File: config.mk
export PLATFORM = sky130hd
export DESIGN_NAME = spi_slave_regs_flat
export DESIGN_NICKNAME = d
export VERILOG_FILES = /design/src/rtl/spi_pkg.sv /design/src/rtl/spi_slave_regs_if.sv /design/src/rtl/spi_edge_sync.sv /design/src/rtl/spi_slave_regs.sv /design/src/flat_wrapper.sv
export SDC_FILE = /design/constraint.sdc
export NUM_CORES = 1
export LEC_CHECK = 0
export CAP_MARGIN = 0
export CORE_MARGIN = 3
export CORE_UTILIZATION = 50
export DETAILED_ROUTE_END_ITERATION = 7
export GPL_ROUTABILITY_DRIVEN = 0
export PLACE_DENSITY = 0.76
export RECOVER_POWER = 25
export SLEW_MARGIN = 15
export SYNTH_ARGS = -nofsm -noshare
export SYNTH_HDL_FRONTEND = slang
export SYNTH_SLANG_ARGS = --single-unit
File: constraint.sdc
create_clock -name clk -period 3.98 [get_ports clk]
set_input_delay 0.398 -clock clk [delete_from_list [all_inputs] [get_ports clk]]
set_output_delay 0.398 -clock clk [all_outputs]
set_load 0.03 [all_outputs]
File: src/rtl/spi_pkg.sv
// Shared definitions for the SPI responder register block.
//   state_t     : frame FSM states
//   spi_mode_t  : latched clock polarity/phase for the current frame
//   ADDR_W      : width of the register address carried in the command byte
//   CMD_RW_BIT  : command byte bit that selects write (1) or read (0)
//   STATUS_ADDR : address of the optional read-only status register
package spi_pkg;

    localparam int ADDR_W     = 7;
    localparam int CMD_RW_BIT = 7;
    localparam logic [ADDR_W-1:0] STATUS_ADDR = 7'h7F;

    typedef enum logic [1:0] {
        IDLE,
        CMD,
        DATA
    } state_t;

    typedef struct packed {
        logic cpol;
        logic cpha;
    } spi_mode_t;

endpackage

File: src/rtl/spi_slave_regs_if.sv
// SPI pin bundle between the link master and the register responder.
//   sclk : serial clock, driven by master
//   ssn  : active-low select, driven by master
//   mosi : master-out data
//   miso : slave-out data
interface spi_slave_regs_if;

    logic sclk;
    logic ssn;
    logic mosi;
    logic miso;

    modport master (
        output sclk,
        output ssn,
        output mosi,
        input  miso
    );

    modport slave (
        input  sclk,
        input  ssn,
        input  mosi,
        output miso
    );

endinterface

File: src/rtl/spi_edge_sync.sv
// Synchronizer for an asynchronous pin plus single-cycle edge pulses.
//   clk  : system clock
//   d    : asynchronous input pin
//   rise : one-cycle pulse on a synchronized 0->1 transition
//   fall : one-cycle pulse on a synchronized 1->0 transition
// The flops carry no reset: after a mid-frame reset the chain keeps the
// real pin level, so no phantom edge is produced when reset releases.
module spi_edge_sync #(
    parameter int SYNC_STAGES = 2
) (
    input  logic clk,
    input  logic d,
    output logic rise,
    output logic fall
);

    logic [SYNC_STAGES-1:0] sync_q;
    logic                   lvl_p1;

    always_ff @(posedge clk) begin
        sync_q <= {sync_q[SYNC_STAGES-2:0], d};
        lvl_p1 <= sync_q[SYNC_STAGES-1];
    end

    assign rise = sync_q[SYNC_STAGES-1] & ~lvl_p1;
    assign fall = ~sync_q[SYNC_STAGES-1] & lvl_p1;

endmodule

File: src/rtl/spi_slave_regs.sv
// SPI responder with a small 8-bit register file, oversampled in clk.
// Frame: command byte {rw, addr[6:0]} followed by data bytes; the address
// auto-increments (wrapping at NUM_REGS-1) after every data byte.
//   clk, reset : system clock, synchronous active-high reset
//   cpol, cpha : SPI mode, captured at each select falling edge
//   spi        : slave side of the sclk/ssn/mosi/miso bundle
//   regs       : flattened register file, reg i at [8i+7:8i]
//   wr_pulse   : one-cycle strobe when a register is written
//   wr_addr    : address of that write
//   busy       : high while a frame is in progress
// Build option SPI_SLAVE_REGS_STATUS_EN adds a read-only status register
// at 0x7F: {sticky overrun, completed write count mod 128}.
module spi_slave_regs
    import spi_pkg::*;
#(
    parameter int NUM_REGS    = 4,
    parameter int SYNC_STAGES = 2
) (
    input  logic                  clk,
    input  logic                  reset,
    input  logic                  cpol,
    input  logic                  cpha,
    spi_slave_regs_if.slave       spi,
    output logic [NUM_REGS*8-1:0] regs,
    output logic                  wr_pulse,
    output logic [ADDR_W-1:0]     wr_addr,
    output logic                  busy
);

    localparam logic [ADDR_W-1:0] LAST_ADDR = ADDR_W'(NUM_REGS - 1);

    state_t            state, state_next;
    spi_mode_t         mode_q;
    logic [2:0]        bit_cnt;
    logic [6:0]        rx_sr;
    logic [7:0]        rx_byte;
    logic [7:0]        tx_sr;
    logic              miso_q;
    logic              rw_q;
    logic [ADDR_W-1:0] addr_q;
    logic [7:0]        reg_file [NUM_REGS];

    logic sclk_rise, sclk_fall, ssn_rise, ssn_fall;
    logic [SYNC_STAGES-1:0] mosi_sync;
    logic mosi_s;
    logic lead_edge, trail_edge;
    logic sample_evt, shift_evt, frame_start, frame_end;
    logic load_en;
    logic [ADDR_W-1:0] load_addr;
    logic [7:0]        load_byte;

`ifdef SPI_SLAVE_REGS_STATUS_EN
    logic       overrun_q;
    logic [6:0] wr_count_q;
`endif

    function automatic logic in_range(input logic [ADDR_W-1:0] a);
        return a <= LAST_ADDR;
    endfunction

    // Out-of-range addresses do not advance.
    function automatic logic [ADDR_W-1:0] next_addr(input logic [ADDR_W-1:0] a);
        if (a > LAST_ADDR) return a;
        if (a == LAST_ADDR) return '0;
        return a + ADDR_W'(1);
    endfunction

    function automatic logic [7:0] read_byte(input logic [ADDR_W-1:0] a);
        logic [7:0] val;
        val = 8'h00;
        for (int i = 0; i < NUM_REGS; i++) begin
            if (a == ADDR_W'(i)) val = reg_file[i];
        end
`ifdef SPI_SLAVE_REGS_STATUS_EN
        if (a == STATUS_ADDR) val = {overrun_q, wr_count_q};
`endif
        return val;
    endfunction

    // Input synchronization: mosi uses the same depth as sclk so the data
    // bit seen with a sclk edge pulse is the one present at that pin edge.
    spi_edge_sync #(.SYNC_STAGES(SYNC_STAGES)) u_sclk_sync (
        .clk  (clk),
        .d    (spi.sclk),
        .rise (sclk_rise),
        .fall (sclk_fall)
    );

    spi_edge_sync #(.SYNC_STAGES(SYNC_STAGES)) u_ssn_sync (
        .clk  (clk),
        .d    (spi.ssn),
        .rise (ssn_rise),
        .fall (ssn_fall)
    );

    always_ff @(posedge clk) begin
        mosi_sync <= {mosi_sync[SYNC_STAGES-2:0], spi.mosi};
    end

    assign mosi_s  = mosi_sync[SYNC_STAGES-1];
    assign rx_byte = {rx_sr, mosi_s};

    assign lead_edge  = mode_q.cpol ? sclk_fall : sclk_rise;
    assign trail_edge = mode_q.cpol ? sclk_rise : sclk_fall;

    // Frame FSM. sclk edges are only decoded outside IDLE, i.e. after a
    // synchronized select falling edge, so edges with ssn high are ignored.
    always_ff @(posedge clk) begin
        if (reset) state <= IDLE;
        else       state <= state_next;
    end

    always_comb begin
        state_next  = state;
        frame_start = 1'b0;
        frame_end   = 1'b0;
        sample_evt  = 1'b0;
        shift_evt   = 1'b0;
        if (ssn_fall) begin
            state_next  = CMD;
            frame_start = 1'b1;
        end else if (ssn_rise) begin
            state_next = IDLE;
            frame_end  = (state != IDLE);
        end else if (state != IDLE) begin
            sample_evt = mode_q.cpha ? trail_edge : lead_edge;
            shift_evt  = mode_q.cpha ? lead_edge : trail_edge;
            if (state == CMD && sample_evt && bit_cnt == 3'd7) state_next = DATA;
        end
    end

    // Byte to transmit next: the addressed register right after the
    // command, then the following register after each data byte.
    always_comb begin
        load_en   = (state == CMD) ? ~rx_byte[CMD_RW_BIT] : ~rw_q;
        load_addr = (state == CMD) ? rx_byte[ADDR_W-1:0] : next_addr(addr_q);
        load_byte = read_byte(load_addr);
    end

    // Serial datapath and register file
    always_ff @(posedge clk) begin
        if (reset) begin
            for (int i = 0; i < NUM_REGS; i++) reg_file[i] <= 8'h00;
            mode_q   <= '0;
            bit_cnt  <= '0;
            rw_q     <= 1'b0;
            addr_q   <= '0;
            miso_q   <= 1'b0;
            wr_pulse <= 1'b0;
            wr_addr  <= '0;
`ifdef SPI_SLAVE_REGS_STATUS_EN
            overrun_q  <= 1'b0;
            wr_count_q <= '0;
`endif
        end else begin
            wr_pulse <= 1'b0;
            if (frame_start) begin
                mode_q  <= '{cpol: cpol, cpha: cpha};
                bit_cnt <= '0;
                tx_sr   <= 8'h00;
                miso_q  <= 1'b0;
            end else if (frame_end) begin
`ifdef SPI_SLAVE_REGS_STATUS_EN
                if (bit_cnt != 3'd0) overrun_q <= 1'b1;
`endif
                bit_cnt <= '0;
                tx_sr   <= 8'h00;
                miso_q  <= 1'b0;
            end else if (state != IDLE) begin
                // With cpha=0 the shift edge right after a byte's last sample
                // is the byte boundary; the reload already presented bit 7.
                if (shift_evt && (mode_q.cpha || bit_cnt != 3'd0)) begin
                    miso_q <= tx_sr[7];
                    tx_sr  <= {tx_sr[6:0], 1'b0};
                end
                if (sample_evt) begin
                    rx_sr   <= rx_byte[6:0];
                    bit_cnt <= bit_cnt + 3'd1;
                    if (bit_cnt == 3'd7) begin
                        if (state == CMD) begin
                            rw_q   <= rx_byte[CMD_RW_BIT];
                            addr_q <= rx_byte[ADDR_W-1:0];
                        end else begin
                            addr_q <= next_addr(addr_q);
                            if (rw_q && in_range(addr_q)) begin
                                for (int i = 0; i < NUM_REGS; i++) begin
                                    if (addr_q == ADDR_W'(i)) reg_file[i] <= rx_byte;
                                end
                                wr_pulse <= 1'b1;
                                wr_addr  <= addr_q;
`ifdef SPI_SLAVE_REGS_STATUS_EN
                                wr_count_q <= wr_count_q + 7'd1;
`endif
                            end
                        end
                        if (load_en) begin
                            if (mode_q.cpha) begin
                                tx_sr <= load_byte;
                            end else begin
                                miso_q <= load_byte[7];
                                tx_sr  <= {load_byte[6:0], 1'b0};
                            end
`ifdef SPI_SLAVE_REGS_STATUS_EN
                            if (load_addr == STATUS_ADDR) overrun_q <= 1'b0;
`endif
                        end
                    end
                end
            end
        end
    end

    for (genvar g = 0; g < NUM_REGS; g++) begin : g_regs_out
        assign regs[g*8 +: 8] = reg_file[g];
    end

    assign spi.miso = miso_q;
    assign busy     = (state != IDLE);

endmodule

File: src/flat_wrapper.sv
// flat-port wrapper written by rule: the top's interface ports become plain ports
module spi_slave_regs_flat import spi_pkg::*;
#(
    parameter int NUM_REGS    = 4,
    parameter int SYNC_STAGES = 2
)
  (clk, reset, cpol, cpha, regs, wr_pulse, wr_addr, busy, spi_sclk, spi_ssn, spi_mosi, spi_miso);
  spi_slave_regs_if spi_i ();
  input  logic clk;
  input  logic reset;
  input  logic cpol;
  input  logic cpha;
  output logic [NUM_REGS*8-1:0] regs;
  output logic wr_pulse;
  output logic [ADDR_W-1:0] wr_addr;
  output logic busy;
  input wire logic [$bits(spi_i.sclk)-1:0] spi_sclk;
  input wire logic [$bits(spi_i.ssn)-1:0] spi_ssn;
  input wire logic [$bits(spi_i.mosi)-1:0] spi_mosi;
  output wire logic [$bits(spi_i.miso)-1:0] spi_miso;
  assign spi_i.sclk = spi_sclk;
  assign spi_i.ssn = spi_ssn;
  assign spi_i.mosi = spi_mosi;
  assign spi_miso = spi_i.miso;
  spi_slave_regs #(.NUM_REGS(NUM_REGS), .SYNC_STAGES(SYNC_STAGES)) u_core (.clk(clk), .reset(reset), .cpol(cpol), .cpha(cpha), .spi(spi_i), .regs(regs), .wr_pulse(wr_pulse), .wr_addr(wr_addr), .busy(busy));
endmodule
==> summary.md <==
| Metric | Value |
|---|---|
| All-Layer GR Usage | 20.4% |
| Seq cells post-synth | 79 |
| IO Pins | 49 |
| Number of fill cells in the layout | 590 |
| DR vias/cell | 5.68 |
| Main flop type after synthesis | edfxtp_1 |
| CTS Buf Count | 9 |
| Pwr Density | 377 mW/mm^2 |
| Total gr overflow | 0 |
| Post-CTS Hold Fix Bufs | 0 |
| Antenna cell count | 0 |
| Worst-path fanout max | 25 |
| Critical path type | flop to flop |
| Hold path depth | 0 |
| Reg2Reg Setup Slack | 1.08 ns |
| Measured slew at the worst slew-check pin | 0.894 ns |
| CTS tree | yes |
| Critical path arrival | 3.13 ns |
| Sequential fraction of the synthesis area | 56.8% |
| Syn Std Cell Area | 0.00361 mm^2 |
| Initial antenna violation count | 0 |
| Core area | 0.00691 mm^2 |
| Max_cap viols | 0 |
| Area of the multi-input gates | 0.00142 mm^2 |
| Post-route DRC | 0 |
| Clock Latency Late Sink | 0.36 ns |
| Worst Skew | 0.0107 ns |
| Final ANT Viol Nets | 0 |
| Clk buf depth | 2 |
| Status | complete, no violations |
| WL/cell | 17.3 um |
| Routed wire length | 8040 um |
| Initial DRC count | 172 |
| Rows | 30 |
| Number of flops mapped to enable cells by yosys | 47 |
| TritonCTS Sinks | 79 |
| HP Class | flop to flop |
| CTS H-Tree Depth | 3 |
| Vias in the first global route | 2,644 |
| Initial Utilization | 52.3% |
| Total negative slack | 0 ns |
| Seq. cell area | 0.00205 mm^2 |
| Leakage | 1.73 nW |
| Utilization after layout | 62.8% |
| Die W | 91.0 um |
| Syn nets | 332 |
| Via count | 2,640 |
| Die H | 91.0 um |
| # setup viols final | 0 |
| FMAX | 0.345 GHz |
| FF-to-FF End | u_core.reg_file[0][6] |
| PortBufs | 48 |
| CP endpoint kind | flop |
| Post-Syn Area per Cell | 11.4 um^2 |
| Hold_sp | u_core.u_sclk_sync.sync_q[0] |
| Crit path time final | 2.90 ns |
| DIE AREA | 0.00827 mm^2 |
| Yosys warns | 0 |
| Final hold vios | 0 |
| Area delta synth->final | 20.1% |
| Setup bufs post-CTS | 0 |
| Initial DRT Pass Iterations | 4 |
| Hold EP | u_core.u_sclk_sync.sync_q[1] |
| Layout cells sized above 1 | 5.96% |
| Worst r2r src | u_core.mode_q[0] |
| Clock slew at reported path FFs | 0.08 ns |
| Total power | 1.63 mW |
| Largest net degree at the start of global routing | 26 |
| Mapped Cells | 318 |
| Fin crit share | 72.8% |
| Nets | 378 |
| First-pass GRT wire length | 13,200 um |
| Slew Viols, Final | 0 |
| # resized after CTS | 0 |
| Post-synth cell types | 50 |
| Detailed placement HPWL | 5740 um |
| Max_slew headroom | 40.4% |
| VDD IR max | 0.000212 V |
| Share of synthesized registers carrying an async set or reset | 0% |
| CP Data Required Time | 4.21 ns |
| R2R cell count | 6 |
| RSZ-0062 raised after global routing | no |
| Root Driver | clkbuf_8 |
| Startpoint types | flop |
==> synthesized netlist by cell type, types with 2 or more instances <==
master | instances | share of area, %
edfxtp_1 | 47 | 39
a21oi_1 | 9 | 1.2
and4_1 | 2 | 0.49
a22oi_1 | 3 | 0.62
a31oi_1 | 2 | 0.35
mux2i_1 | 23 | 6.4
a221o_1 | 2 | 0.55
inv_1 | 17 | 1.8
and2_1 | 14 | 2.4
nor2_1 | 29 | 3.0
ha_1 | 7 | 2.4
o221ai_2 | 5 | 2.1
nand2_1 | 12 | 1.2
clkbuf_1 | 6 | 0.62
and3_1 | 26 | 4.5
o22ai_1 | 5 | 0.87
nor3_2 | 2 | 0.55
o32ai_1 | 5 | 1.2
o221ai_1 | 2 | 0.49
nor3_1 | 7 | 0.97
nand2b_1 | 7 | 1.2
nand4_1 | 8 | 1.4
buf_2 | 6 | 0.83
nand3_1 | 8 | 1.1
dfxtp_1 | 32 | 18
nor2b_1 | 4 | 0.69
a21o_1 | 4 | 0.83
xnor2_1 | 2 | 0.49
==> per-stage QoR <==
stage	cell area (um^2)	cells	setup slack [ns]	hold WS [ns]
2_1_floorplan	3610	318	1.55	0.310
3_3_place_gp	4150	449	1.15	0.311
3_5_place_dp	4150	449	1.09	0.312
4_1_cts	4340	465	1.07	0.329
5_1_grt	4340	465	0.810	0.347
6_report	4340	465	1.08	0.325
==> registers in the layout (all words and copies together) (netlist names) <==
register / count
u_core.reg_file: 32
u_core.tx_sr: 8
u_core.addr_q: 7
u_core.rx_sr: 7
u_core.wr_addr: 7
u_core.bit_cnt: 3
u_core.mode_q: 2
u_core.mosi_sync: 2
u_core.state: 2
u_core.u_sclk_sync.sync_q: 2
u_core.u_ssn_sync.sync_q: 2
u_core.rw_q: 1
u_core.spi.miso: 1
u_core.u_sclk_sync.lvl_p1: 1
u_core.u_ssn_sync.lvl_p1: 1
u_core.wr_pulse: 1
==> cell families (layout without fill, tap and decap cells) <==
kind of cell | Yosys count | after routing | share of synthesized area, %
multiplexers | 23 | 23 | 6.38
flip-flops | 79 | 79 | 56.8
adder cells (fa/ha/maj) | 7 | 7 | 2.43
AND/OR/NAND/NOR | 126 | 126 | 19.2
XOR/XNOR | 2 | 2 | 0.485
buffers and inverters | 33 | 84 | 3.95
AO/OA/AOI/OAI | 48 | 48 | 10.7
==> worst max path at each step <==
stage | start | endpoint | slack (ns) | cells past startpoint
6_report | u_core.mode_q[0] | u_core.reg_file[0][6] | 1.08 | 6
5_1_grt | u_core.rx_sr[5] | u_core.tx_sr[4] | 0.81 | 7
4_1_cts | u_core.rx_sr[5] | u_core.tx_sr[4] | 1.07 | 7
3_5_place_dp | u_core.rx_sr[5] | u_core.tx_sr[4] | 1.09 | 7
3_3_place_gp | u_core.rx_sr[5] | u_core.tx_sr[4] | 1.15 | 7
2_1_floorplan | u_core.rx_sr[1] | u_core.tx_sr[3] | 1.55 | 9
==> placed cells by master (no fill, tap or decap), drive strengths merged, types with 2 or more instances in the layout <==
master / instances
a21o: 4
a21oi: 9
a221o: 2
a22oi: 3
a31oi: 2
and2: 14
and3: 26
and4: 2
clkbuf: 13
clkdlybuf4s50: 20
clkinv: 2
dfxtp: 32
dlygate4sd3: 28
edfxtp: 47
ha: 7
inv: 18
mux2i: 23
nand2: 12
nand2b: 7
nand3: 8
nand4: 8
nor2: 29
nor2b: 4
nor3: 9
nor3b: 2
o21ai: 2
o221ai: 7
o22ai: 5
o32ai: 5
xnor2: 2
==> where the power goes <==
| group | total [mW] | leakage [nW] | switching [mW] | internal (mW) |
|---|---|---|---|---|
| registers | 0.905 | 0.722 | 0.0173 | 0.888 |
| logic | 0.149 | 0.919 | 0.0937 | 0.0554 |
| clock network | 0.580 | 0.0917 | 0.277 | 0.303 |
==> worst max-delay path, cell delays in order, from the launching register on <==
cell	delay [ns]
dfxtp_1	0.66
xnor2_1	0.20
mux2i_1	0.31
nor3b_2	0.38
and4_1	0.40
and2b_1	0.56
and3_1	0.25
==> layer usage <==
| layer | wire [um] | vias to the layer above | GRT usage, % |
|---|---|---|---|
| met1 | 3640 | 1267 | 26.4 |
| met4 | 225 | 0 | 9.55 |
| met3 | 431 | 21 | 4.89 |
| li1 | - | 1270 | - |
| met2 | 3740 | 82 | 32.5 |
| met5 | 0 | - | 0 |
==> layout make-up <==
cell class	count	share of cell area, %
sequential	79	47.3
multi-input combinational	206	32.6
timing repair buffer	50	11.3
clock buffer	12	3.35
tap	96	2.77
inverter	18	1.56
clock inverter	4	1.04
No activity file was read; power rests on OpenSTA's default activity.
